**config.mk**
```make
export PLATFORM = sky130hd
export DESIGN_NAME = pic_int_seq
export DESIGN_NICKNAME = d
export VERILOG_FILES = /design/src/rtl/pic_int_seq.sv
export SDC_FILE = /design/constraint.sdc
export NUM_CORES = 1
export LEC_CHECK = 0
export CORE_MARGIN = 2
export CORE_UTILIZATION = 36
export DETAILED_ROUTE_END_ITERATION = 6
export PLACE_DENSITY = 0.82
export SYNTH_ARGS = -nofsm -noshare
export SYNTH_HDL_FRONTEND = slang
export SYNTH_SLANG_ARGS = --single-unit
```
**constraint.sdc**
```tcl
create_clock -name clk_i -period 3.09 [get_ports clk_i]
set_input_delay 0.4635 -clock clk_i [delete_from_list [all_inputs] [get_ports clk_i]]
set_output_delay 0.4635 -clock clk_i [all_outputs]
set_load 0.03 [all_outputs]
```
**src/rtl/pic_int_seq.sv**
```systemverilog
// Interrupt sequencer: turns PIC int pulses into a held, vectored CPU request, polling the PIC
// over Wishbone (OCW3 poll write, poll read) and closing each interrupt with a nonspecific EOI.
module pic_int_seq #(
  parameter logic [31:0] PIC_BASE = 32'h0000_0000,
  parameter logic [7:0]  VEC_BASE = 8'h20,
  parameter int unsigned TIMEOUT  = 16
) (
  input  logic        clk_i,
  input  logic        rst_i,
  input  logic        pic_int_i,
  output logic        m_cyc_o,
  output logic        m_stb_o,
  output logic        m_we_o,
  output logic [3:0]  m_sel_o,
  output logic [31:0] m_adr_o,
  output logic [31:0] m_dat_o,
  input  logic [31:0] m_dat_i,
  input  logic        m_ack_i,
  output logic        cpu_int_o,
  output logic [7:0]  cpu_vec_o,
  input  logic        cpu_iack_i,
  input  logic        cpu_eoi_i,
  output logic        busy_o,
  output logic        err_o,
  output logic        ovf_o
);

  localparam int unsigned      WaitW    = $clog2(TIMEOUT + 1);
  localparam logic [WaitW-1:0] WaitLast = WaitW'(TIMEOUT - 1);
  localparam logic [31:0]      DatPoll  = 32'h0000_000C;
  localparam logic [31:0]      DatEoi   = 32'h0000_0020;

  typedef enum logic [2:0] {
    StIdle, StPollWr, StPollGap, StPollRd, StReq, StService, StEoiWr
  } state_e;

  state_e           state_q, state_d;
  logic [3:0]       pend_q, pend_d;
  logic [WaitW-1:0] wait_q, wait_d;
  logic             cyc_q, cyc_d, we_q, we_d;
  logic [31:0]      dat_q, dat_d;
  logic             int_q, int_d;
  logic [7:0]       vec_q, vec_d;
  logic             err_q, err_d, ovf_q, ovf_d;
  logic             dec;
  logic             tmo;
  logic             unused_dat;

  assign unused_dat = ^m_dat_i[31:3];
  assign tmo        = cyc_q && !m_ack_i && (wait_q == WaitLast);

  always_comb begin
    state_d = state_q;
    cyc_d   = cyc_q;
    we_d    = we_q;
    dat_d   = dat_q;
    int_d   = int_q;
    vec_d   = vec_q;
    wait_d  = wait_q;
    err_d   = 1'b0;
    dec     = 1'b0;
    pend_d  = pend_q;
    ovf_d   = ovf_q;

    if (cyc_q && !m_ack_i && !tmo) wait_d = wait_q + 1'b1;

    case (state_q)
      StIdle: begin
        if (pend_q != 4'd0) begin
          state_d = StPollWr;
          cyc_d   = 1'b1;
          we_d    = 1'b1;
          dat_d   = DatPoll;
          wait_d  = '0;
        end
      end
      StPollWr: begin
        if (m_ack_i) begin
          state_d = StPollGap;
          cyc_d   = 1'b0;
          we_d    = 1'b0;
          dat_d   = '0;
        end else if (tmo) begin
          state_d = StIdle;
          cyc_d   = 1'b0;
          we_d    = 1'b0;
          dat_d   = '0;
          err_d   = 1'b1;
          dec     = 1'b1;
        end
      end
      // One idle bus cycle between the poll write and the poll read.
      StPollGap: begin
        state_d = StPollRd;
        cyc_d   = 1'b1;
        wait_d  = '0;
      end
      StPollRd: begin
        if (m_ack_i) begin
          state_d = StReq;
          cyc_d   = 1'b0;
          vec_d   = VEC_BASE | {5'd0, m_dat_i[2:0]};
          int_d   = 1'b1;
          dec     = 1'b1;
        end else if (tmo) begin
          state_d = StIdle;
          cyc_d   = 1'b0;
          err_d   = 1'b1;
          dec     = 1'b1;
        end
      end
      StReq: begin
        if (cpu_iack_i) begin
          state_d = StService;
          int_d   = 1'b0;
        end
      end
      StService: begin
        if (cpu_eoi_i) begin
          state_d = StEoiWr;
          cyc_d   = 1'b1;
          we_d    = 1'b1;
          dat_d   = DatEoi;
          wait_d  = '0;
        end
      end
      StEoiWr: begin
        if (m_ack_i || tmo) begin
          state_d = StIdle;
          cyc_d   = 1'b0;
          we_d    = 1'b0;
          dat_d   = '0;
          err_d   = !m_ack_i;
        end
      end
      default: begin
        state_d = StIdle;
        cyc_d   = 1'b0;
        we_d    = 1'b0;
        dat_d   = '0;
        int_d   = 1'b0;
      end
    endcase

    // Simultaneous pulse and consume cancel out.
    if (pic_int_i && !dec) begin
      if (pend_q == 4'hF) ovf_d = 1'b1;
      else                pend_d = pend_q + 4'd1;
    end else if (dec && !pic_int_i && pend_q != 4'd0) begin
      pend_d = pend_q - 4'd1;
    end
  end

  always_ff @(posedge clk_i) begin
    if (rst_i) begin
      state_q <= StIdle;
      pend_q  <= '0;
      wait_q  <= '0;
      cyc_q   <= 1'b0;
      we_q    <= 1'b0;
      dat_q   <= '0;
      int_q   <= 1'b0;
      vec_q   <= '0;
      err_q   <= 1'b0;
      ovf_q   <= 1'b0;
    end else begin
      state_q <= state_d;
      pend_q  <= pend_d;
      wait_q  <= wait_d;
      cyc_q   <= cyc_d;
      we_q    <= we_d;
      dat_q   <= dat_d;
      int_q   <= int_d;
      vec_q   <= vec_d;
      err_q   <= err_d;
      ovf_q   <= ovf_d;
    end
  end

  assign m_cyc_o   = cyc_q;
  assign m_stb_o   = cyc_q;
  assign m_we_o    = we_q;
  assign m_sel_o   = cyc_q ? 4'b0001 : 4'b0000;
  assign m_adr_o   = cyc_q ? PIC_BASE : 32'd0;
  assign m_dat_o   = dat_q;
  assign cpu_int_o = int_q;
  assign cpu_vec_o = vec_q;
  assign busy_o    = (state_q != StIdle);
  assign err_o     = err_q;
  assign ovf_o     = ovf_q;

endmodule

```
==> results.md <==
* Synthesized netlist cell count at 208
* Cts hold-fix bufs at 0
* Worst R2R Path Depth at 11
* Yosys cell types at 39
* Fmax at 394.8 MHz
* FF-to-FF Start: wait_q[0]
* PostCTS Resize Cnt at 0
* Total congestion overflow at 0
* Gate power share at 0.444
* Maxcap violations at 0
* Vias in the first global route at 965
* Worst-skew pair later-pin latency at 0.26 ns
* Final Max Slew Viols at 0
* N_diodes at 0
* Final worst path period need at 2.533 ns
* H-tree depth at 1
* Buffers on Ports at 23
* CP Cell Sequence: ha_1 > and3_1 > ha_1 > nand3b_1 > a22oi_2 > ha_1 > a21o_1 > a21oi_1 > xnor2_1 > nand3_1 > a21oi_1
* Global Route Usage Sum at 0.1012
* Clock Sinks at 23
* Min-Delay Endpoint: cpu_vec_o[5]
* Power Density at 551.3 nW/um^2
* Setup crit start kind: register
* Std cell rows at 25
* CP required at 3.29 ns
* Initial DRC Count at 85
* Die Wd at 73.71 um
* R2R Setup Slk at 0.56 ns
* Nets at 270
* Layout area overhead at 3.004%
* Number of antenna violations at the first check in global routing at 0
* Antenna viol nets, final at 0
* Seq pwr share at 0.364
* Number of synthesized register bits at 23
* # DRC at 0
* Lkg Pwr at 0.8160 nW
* Critical-path maximum fanout at 5
* Area of the core at 4692 um^2
* Power Total at 0.9934 mW
* Routed wire per std cell at 9.468 um
* Register area share after synthesis at 0.2632
* Synth Cell Area at 1749 um^2
* Drt via density at 4.168
* Routed wire length at 2.651 mm
* Post-synth EDFFs at 0
* GPL Wtd Cong at 0.7925
* Run status: complete, no violations
* FF-to-FF End: pend_q[3]
* CP Capture Type: register
* First-pass GRT wire length at 4.298 mm
* DRT Pass-1 Iters at 4
* Hold Path Cell Cnt at 2
* Number of I/O pins at 121
* Final Skew at 0.003831 ns
* Die area at 5432 um^2
* Final hold vios at 0
* Crit path kind: reg2reg
* Die Y at 73.71 um
* Clock transition at path regs at 0.08 ns
* RSZ-0062 raised after global routing: false
* DP HPWL at 2.042 mm
* Yosys warns at 0
* Syn Area/Cell at 8.410 um^2
* Worst Setup SP: wait_q[0]
* Critical path's most frequent cell: ha_1
* Largest net degree at the start of global routing at 18
* DR vias at 1167
* Fin Setup TNS at 0 ns
* Top FF cell, synth: dfxtp_1
* Psw at 0.4205 mW
* Share of layout cells above drive strength 1 at 0.08407
* P_int at 0.5728 mW
* Clk pwr share at 0.191
* Setup Buffers After CTS at 0
* Initial Utilization at 0.3728
* Max incr delay on CP at 0.39 ns
* Total CTS buffers at 3
* Min-delay src: cpu_vec_o[5]
* CP arrival at 2.74 ns
* CTS root buf: clkbuf_8
* CTS tree: built
* Fin crit share at 0.8197
* Longest Clk Path Bufs at 2
* Setup violations, final at 0
* Sw frac at 0.4233
* HP Class: reg2reg
* Max IR drop VDD at 0.2376 mV
* Worst path slowest cell: dfxtp_1
* Asr flop ratio synth at 0
## flip-flops by register name, summed over array words and instances (netlist names)
register / cells
err_o: 1
ovf_o: 1
cpu_vec_o: 4
m_we_o: 1
pend_q: 4
state_q: 3
cpu_int_o: 1
wait_q: 5
m_dat_o: 2
m_cyc_o: 1
## critical path, delay by kind of cell (launching register included)
kind	cells	cell delay (ns)
fa+ha+maj	3	0.69
compound gates	4	0.79
simple gates	3	0.44
flops	1	0.39
xor+xnor	1	0.16
## cell type report
type	instances	area, um^2
Inverter	4	15.01
Sequential cell	23	460.4
Tap cell	54	67.56
Clock inverter	1	7.507
Fill cell	487	2890
Timing Repair Buffer	26	252.7
Multi-Input combinational cell	169	957.2
Clock buffer	3	41.29
## layer usage
layer,vias up,global-route usage,wire length [um]
met2,58,0.1716,1282
met5,-,0,0
met3,2,0.03704,249
met1,528,0.1237,1104
li1,579,-,-
met4,0,0.01818,15
## placed cells by master, fill, tap and decap left out, types with 2 or more instances in the layout
master,Yosys,final
conb_1,1,68
a21oi_2,2,2
xnor2_1,4,4
inv_1,4,4
mux2i_1,7,7
dfxtp_1,23,23
nand4_1,2,2
a21o_1,3,3
o21ai_0,4,4
clkbuf_8,0,3
buf_4,72,3
nand2b_1,4,4
xor2_1,3,3
a211oi_1,5,5
nand3b_1,5,5
nor2_1,22,22
a21oi_1,8,8
or2_2,2,2
ha_1,4,4
nand2_1,9,9
clkdlybuf4s50_1,0,23
## kinds of logic (layout without fill, tap and decap cells)
family	after synthesis	after routing	synth area share
xor gates and xnor gates	7	7	0.03505
other	1	68	0.002144
adders and majority gates	5	5	0.04006
muxes	9	9	0.05937
DFF	23	23	0.2632
and+or+nand+nor	51	51	0.1473
buffers and inverters	83	34	0.3333
AOI/OAI and AO/OA	29	29	0.1195
## Yosys cell counts, types with 2 or more instances
master / number / area (um^2)
nand4_1: 2 / 12.51
or2_2: 2 / 12.51
a21o_1: 3 / 22.52
a21oi_1: 8 / 40.04
xor2_1: 3 / 26.28
a21oi_2: 2 / 17.52
buf_4: 72 / 540.5
nand3b_1: 5 / 37.54
o21ai_0: 4 / 20.02
nand2b_1: 4 / 25.02
ha_1: 4 / 50.05
xnor2_1: 4 / 35.03
nand2_1: 9 / 33.78
inv_1: 4 / 15.01
a211oi_1: 5 / 37.54
clkbuf_1: 5 / 18.77
mux2i_1: 7 / 70.07
dfxtp_1: 23 / 460.4
nor2_1: 22 / 82.58
## power by group through the flow
stage / Clock [mW] / Combinational (mW) / Sequential, mW
floorplan: 0 / 0.413 / 0.380
global placement: 0 / 0.433 / 0.367
detailed placement: 0 / 0.440 / 0.369
CTS: 0.199 / 0.441 / 0.362
global route: 0.213 / 0.483 / 0.368
finish: 0.190 / 0.441 / 0.362
## how the worst max path moves through the flow
| stage | endpoint | depth (start not counted) | slack, ns |
|---|---|---|---|
| global route | pend_q[3] | 11 | 0.36 |
| global placement | pend_q[3] | 9 | 0.38 |
| finish | pend_q[3] | 11 | 0.56 |
| CTS | pend_q[3] | 11 | 0.53 |
| detailed placement | pend_q[3] | 9 | 0.36 |
| floorplan | pend_q[3] | 11 | 0.79 |
## per-stage QoR
stage	hold WS, ns	instances	worst slack [ns]	cell area, um^2	util
finish	0.4474	280	0.5570	1802	0.3840
detailed placement	0.4394	276	0.3600	1753	0.3736
global placement	0.4391	276	0.3810	1753	0.3736
global route	0.4948	280	0.3626	1802	0.3840
CTS	0.4529	280	0.5290	1802	0.3840
floorplan	0.4716	275	0.7922	2001	-
(Power assumes the default switching activity.)
